## src/rtl/ezusb_stream_arb.sv

```systemverilog
// Round-robin arbiter that frames NCH source streams onto the single EZ-USB FPGA->host stream.
// Each grant emits a header word and then channel data, and ends with a manual PKTEND flush on end-of-packet.
module ezusb_stream_arb #(
    parameter int         NCH           = 4,
    parameter int         BURST_MAX     = 256,
    parameter logic [7:0] HDR_MAGIC     = 8'hA5,
    parameter int         FLUSH_TIMEOUT = 4096
) (
    input  logic              ifclk,
    input  logic              reset_n,
    input  logic              en,
    input  logic [16*NCH-1:0] ch_data,
    input  logic [NCH-1:0]    ch_valid,
    input  logic [NCH-1:0]    ch_last,
    output logic [NCH-1:0]    ch_ready,
    output logic [15:0]       DI,
    output logic              DI_valid,
    input  logic              DI_ready,
    output logic              DI_enable,
    output logic              pktend_arm,
    input  logic              PKTEND,
    output logic [2:0]        cur_ch,
    output logic              busy,
    output logic              err_timeout
);

    typedef enum logic [1:0] {IDLE, HDR, DATA, FLUSH} state_t;

    state_t      state, state_nxt;
    logic [2:0]  rr_ptr, rr_ptr_nxt, cur_ch_nxt;
    logic [15:0] word_cnt, word_cnt_nxt;
    logic [15:0] flush_cnt, flush_cnt_nxt;
    logic        err_nxt;

    // Channel inputs padded to 8 lanes so a 3-bit channel number indexes them directly.
    logic [15:0] data_arr [8];
    logic [7:0]  valid_arr;
    logic [7:0]  last_arr;
    logic [7:0]  ready_arr;

    logic [3:0]  cand;
    logic [2:0]  pick;
    logic        pick_ok;

    for (genvar i = 0; i < 8; i++) begin : g_lane
        if (i < NCH) begin : g_ch
            assign data_arr[i]  = ch_data[16*i +: 16];
            assign valid_arr[i] = ch_valid[i];
            assign last_arr[i]  = ch_last[i];
        end else begin : g_unused
            assign data_arr[i]  = '0;
            assign valid_arr[i] = 1'b0;
            assign last_arr[i]  = 1'b0;
        end
    end

    assign ch_ready = ready_arr[NCH-1:0];
    assign busy     = (state != IDLE);

    // Search upward from the channel after the last grant, so the last winner has lowest priority.
    always_comb begin
        cand    = '0;
        pick    = '0;
        pick_ok = 1'b0;
        for (int k = 1; k <= NCH; k++) begin
            cand = 4'(rr_ptr) + 4'(k);
            if (cand >= 4'(NCH)) begin
                cand = cand - 4'(NCH);
            end
            if (!pick_ok && valid_arr[cand[2:0]]) begin
                pick    = cand[2:0];
                pick_ok = 1'b1;
            end
        end
    end

    always_comb begin
        state_nxt     = state;
        rr_ptr_nxt    = rr_ptr;
        cur_ch_nxt    = cur_ch;
        word_cnt_nxt  = word_cnt;
        flush_cnt_nxt = flush_cnt;
        err_nxt       = err_timeout;
        DI            = '0;
        DI_valid      = 1'b0;
        pktend_arm    = 1'b0;
        ready_arr     = '0;

        case (state)
            IDLE: begin
                if (en && pick_ok) begin
                    cur_ch_nxt   = pick;
                    rr_ptr_nxt   = pick;
                    word_cnt_nxt = '0;
                    state_nxt    = HDR;
                end
            end

            HDR: begin
                DI       = {HDR_MAGIC, 5'd0, cur_ch};
                DI_valid = 1'b1;
                if (DI_ready) begin
                    state_nxt = DATA;
                end
            end

            DATA: begin
                DI                = data_arr[cur_ch];
                DI_valid          = valid_arr[cur_ch];
                ready_arr[cur_ch] = DI_ready;
                if (valid_arr[cur_ch] && DI_ready) begin
                    word_cnt_nxt = word_cnt + 16'd1;
                    // End-of-packet wins over the burst limit so the packet still gets its PKTEND.
                    if (last_arr[cur_ch]) begin
                        state_nxt = FLUSH;
                    end else if (({1'b0, word_cnt} + 17'd1) == 17'(BURST_MAX)) begin
                        state_nxt = IDLE;
                    end
                end
            end

            FLUSH: begin
                pktend_arm    = 1'b1;
                flush_cnt_nxt = flush_cnt + 16'd1;
                if (!PKTEND) begin
                    flush_cnt_nxt = '0;
                    state_nxt     = IDLE;
                end else if (flush_cnt == 16'(FLUSH_TIMEOUT - 1)) begin
                    err_nxt       = 1'b1;
                    flush_cnt_nxt = '0;
                    state_nxt     = IDLE;
                end
            end

            default: begin
                state_nxt = IDLE;
            end
        endcase
    end

    always_ff @(posedge ifclk or negedge reset_n) begin
        if (!reset_n) begin
            state       <= IDLE;
            rr_ptr      <= 3'(NCH - 1);
            cur_ch      <= '0;
            word_cnt    <= '0;
            flush_cnt   <= '0;
            err_timeout <= 1'b0;
            DI_enable   <= 1'b0;
        end else begin
            state       <= state_nxt;
            rr_ptr      <= rr_ptr_nxt;
            cur_ch      <= cur_ch_nxt;
            word_cnt    <= word_cnt_nxt;
            flush_cnt   <= flush_cnt_nxt;
            err_timeout <= err_nxt;
            DI_enable   <= (en && (|ch_valid)) || (state != IDLE);
        end
    end

endmodule

```

## config.mk

```make
export PLATFORM = sky130hd
export DESIGN_NAME = ezusb_stream_arb
export DESIGN_NICKNAME = d
export VERILOG_FILES = /design/src/rtl/ezusb_stream_arb.sv
export SDC_FILE = /design/constraint.sdc
export NUM_CORES = 1
export LEC_CHECK = 0
export CAP_MARGIN = 20
export CELL_PAD_IN_SITES_DETAIL_PLACEMENT = 0
export CELL_PAD_IN_SITES_GLOBAL_PLACEMENT = 1
export CORE_MARGIN = 3
export CORE_UTILIZATION = 37
export DETAILED_ROUTE_END_ITERATION = 7
export PLACE_DENSITY_LB_ADDON = 0.25
export SLEW_MARGIN = 20
export SYNTH_ARGS = -nofsm -noshare
export SYNTH_HDL_FRONTEND = slang
export SYNTH_SLANG_ARGS = --single-unit
```

## constraint.sdc

```tcl
create_clock -name ifclk -period 4.1 [get_ports ifclk]
set_input_delay 0.41 -clock ifclk [delete_from_list [all_inputs] [get_ports ifclk]]
set_output_delay 0.41 -clock ifclk [all_outputs]
set_load 0.005 [all_outputs]
```

==> results.py <==
metrics = {
    "placement": {
        "hpwl_mm": 7.958,
        "port-buffer-count": 104,
        "dpl.cell_count": 591,
        "place.gp.congestion": 0.8015,
    },
    "layout": {
        "drive_gt1_share_pct": 7.739,
        "finalNonFillerCells": 599,
        "area_growth_pct": 35.22,
        "final_util_pct": 51.74,
        "antenna_cells": 0,
        "final_nets": 576,
    },
    "clocking": {
        "cts_resized": 0,
        "cts_inserted_buffers": 5,
        "clk_pin_slew_ns": 0.08,
        "cts_htree_levels": 2,
        "clock_path_buffers": 2,
        "clock_latency_ns": 0.30,
        "holdBufCountCts": 0,
        "cts_root_buf": "clkbuf_8",
        "post_cts_buffers": 0,
        "clock-sinks": 41,
        "cts_tree": "done",
    },
    "grt": {
        "grt_pass1_vias": 3388,
        "grt_use_met2_pct": 34.76,
        "grt_usage_pct": 21.02,
        "grt_pass1_wl_mm": 17.45,
        "gr-total-overflow": 0,
        "use_met1_pct": 29.07,
        "grt_use_met3_pct": 2.961,
        "grt_antenna_before_repair": 0,
        "top_usage_layer": "met2",
        "grt_start_max_net_pins": 42,
    },
    "routing": {
        "dr.first_iter.drc_count": 156,
        "routedWlPerCell_um": 17.47,
        "drt_pass1_iterations": 5,
        "vias": 3452,
        "ant_nets": 0,
        "via_per_inst": 5.763,
        "drcViolationCount": 0,
        "wl_mm": 10.47,
    },
    "synth": {
        "yosysTopAreaCell": "dfrtp_1",
        "synthTopCellsByArea": "dfrtp_1 29%, o21ai_0 5.5%, nand2_1 5.5%",
        "synth_compound_area_share_pct": 30.00,
        "synth_cell_types": 67,
        "synth-edff-count": 0,
        "synth_flop_cell": "dfrtp_1",
        "synth_mux_area_share_pct": 3.209,
        "synth_top_area_share_pct": 29.10,
        "synth_top_family_by_area": "compound AO/OA/AOI/OAI gates",
        "syn_nets": 485,
        "synthAdderAreaFrac_pct": 3.358,
        "syn_avg_cell_area_um2": 8.404,
        "async_reset_ff_share_pct": 100.0,
        "syn_inst": 399,
        "yosys_register_bits": 41,
        "yosysWarnings": 0,
        "syn_area_mm2": 0.003353,
        "yosysSeqAreaShare_pct": 30.67,
        "synth-xor-area-share_pct": 1.828,
        "synth_simple_gate_area_share_pct": 24.78,
    },
    "power": {
        "pwr-share-comb_pct": 58.6,
        "clockPowerShare_pct": 14.2,
        "switchingPower_mw": 1.091,
        "ir_drop_v": 0.0001913,
        "internal_power_mw": 1.376,
        "power_mw": 2.467,
        "swShare_pct": 44.24,
        "seqPwrFrac_pct": 27.2,
        "leakage_nw": 1.717,
        "p_per_area_mw_per_mm2": 544.1,
    },
    "floorplan": {
        "die_width_um": 101.2,
        "die_height_um": 101.2,
        "core_area_mm2": 0.008763,
        "initial_core_util_pct": 38.26,
        "num_io_pins": 105,
        "fp-row-count": 34,
        "fp.dieArea_mm2": 0.01024,
    },
    "critical_path": {
        "cpPeakStageDelay_ns": 0.64,
        "crit_arrival_ns": 2.72,
        "worstSetupStartpointType": "flop",
        "path_max_fanout": 18,
        "critPathKind": "reg2out",
        "critPathRequiredTime_ns": 3.69,
        "slowest_stage": "and3_1",
        "path_cells": "inv_1, and3_1, a221oi_1, o21ai_0, clkdlybuf4s50_1",
        "timing.critical_path.to_type": "primary output",
    },
    "run_status": {
        "outcome": "finished clean",
    },
    "run": {
        "maxCapViolCount": 0,
    },
    "sta": {
        "worst_pin_slew_ns": 0.9423,
        "setup_violations": 0,
        "fmaxAchievable_mhz": 319.4,
        "worst_hold_slack_ns": 0.2451,
        "period_minus_slack_ns": 3.131,
        "finalClockSkew_ns": 0.01013,
        "drv_slew": 0,
        "finalSetupTns_ns": 0,
        "grt_setup_unrepaired": "false",
        "slew_headroom_pct": 37.18,
        "period_share_pct": 76.35,
        "hold_viol": 0,
    },
    "min_path": {
        "hold_class": "in2async",
    },
}
## cell families after synthesis
family | count (synthesis)
multiplexers | 8
AND/OR/NAND/NOR | 150
XOR/XNOR | 7
AO/OA/AOI/OAI | 146
buffers and inverters | 38
flip-flops | 41
adder cells (fa/ha/maj) | 9
## flip-flops by register name, indices dropped and copies added, names as in the netlist, named ones only
| register | cells |
|---|---|
| word_cnt | 16 |
| state | 2 |
| flush_cnt | 16 |
| err_timeout | 1 |
| rr_ptr | 2 |
| DI_enable | 1 |
| cur_ch | 2 |
## worst paths after layout
kind                        startpoint           to  slack (ns)  cells past startpoint
max                               flop        DI[1]        0.97                      5
min                            reset_n    DI_enable        0.25                      1
max reg2reg                  rr_ptr[0]     state[0]        1.18                      9
min reg2reg                err_timeout  err_timeout        0.47                      1
max in group asynchronous      reset_n  word_cnt[3]        3.26                      1
min in group ifclk         err_timeout  err_timeout        0.47                      1
## power by group through the flow
stage	Sequential (mW)	Clock (mW)	Combinational (mW)
floorplan	0.566	0	1.05
global placement	0.669	0	1.43
detailed placement	0.676	0	1.45
CTS	0.668	0.365	1.46
global route	0.691	0.378	1.62
finish	0.671	0.350	1.45
## cell usage in the layout, fill, tap and decap left out, drive strengths merged, types with 3 or more instances in the layout
| master | instances |
|---|---|
| xnor2 | 5 |
| nand3 | 25 |
| o221ai | 3 |
| a22oi | 19 |
| o41ai | 5 |
| nor2 | 15 |
| buf | 6 |
| nand2 | 49 |
| o21a | 3 |
| a22o | 14 |
| nor4 | 6 |
| o22ai | 3 |
| clkbuf | 6 |
| o31ai | 5 |
| a21oi | 23 |
| a21o | 3 |
| ha | 9 |
| nand4 | 4 |
| mux2i | 4 |
| nand2b | 3 |
| o21ai | 41 |
| nor3 | 12 |
| a221oi | 8 |
| a211oi | 3 |
| nor2b | 4 |
| or4 | 3 |
| nor3b | 3 |
| a31oi | 4 |
| inv | 12 |
| clkdlybuf4s50 | 103 |
| nor4b | 4 |
| dfrtp | 39 |
| and3 | 13 |
## synthesized netlist by cell type, drive strengths merged (6+ instances only)
cell	count
nor2	15
nand3	25
a221oi	8
clkbuf	12
nor4	6
dfrtp	39
and3	13
a22o	14
a22oi	19
buf	13
nor3	12
ha	9
nand2	49
a21oi	23
inv	12
o21ai	41
## critical path: cells and delay by family (launching register included)
kind / cells / cell delay (ns)
compound gates: 2 / 0.45
buf+inv: 2 / 0.79
flops: 1 / 0.54
simple gates: 1 / 0.64
## layer usage
metal	vias to the layer above	routed length [um]
met5	-	0
met4	0	174
met3	15	306
met2	57	5165
met1	1662	4820
li1	1718	-
## cell type report
| type | count | area (um2) |
|---|---|---|
| Clock inverter | 2 | 37.54 |
| Fill cell | 871 | 4229 |
| Multi-Input combinational cell | 320 | 2128 |
| Timing Repair Buffer | 109 | 1074 |
| Inverter | 13 | 48.80 |
| Sequential cell | 41 | 1028 |
| Clock buffer | 6 | 82.58 |
| Tap cell | 108 | 135.1 |
## stage by stage
stage	area [um2]	worst slack, ns
5_1_grt	4534	0.7677
2_1_floorplan	3353	1.452
6_report	4534	0.9695
3_5_place_dp	4414	1.196
3_3_place_gp	4414	1.281
4_1_cts	4534	0.9775
No activity file was read; power rests on OpenSTA's default activity.
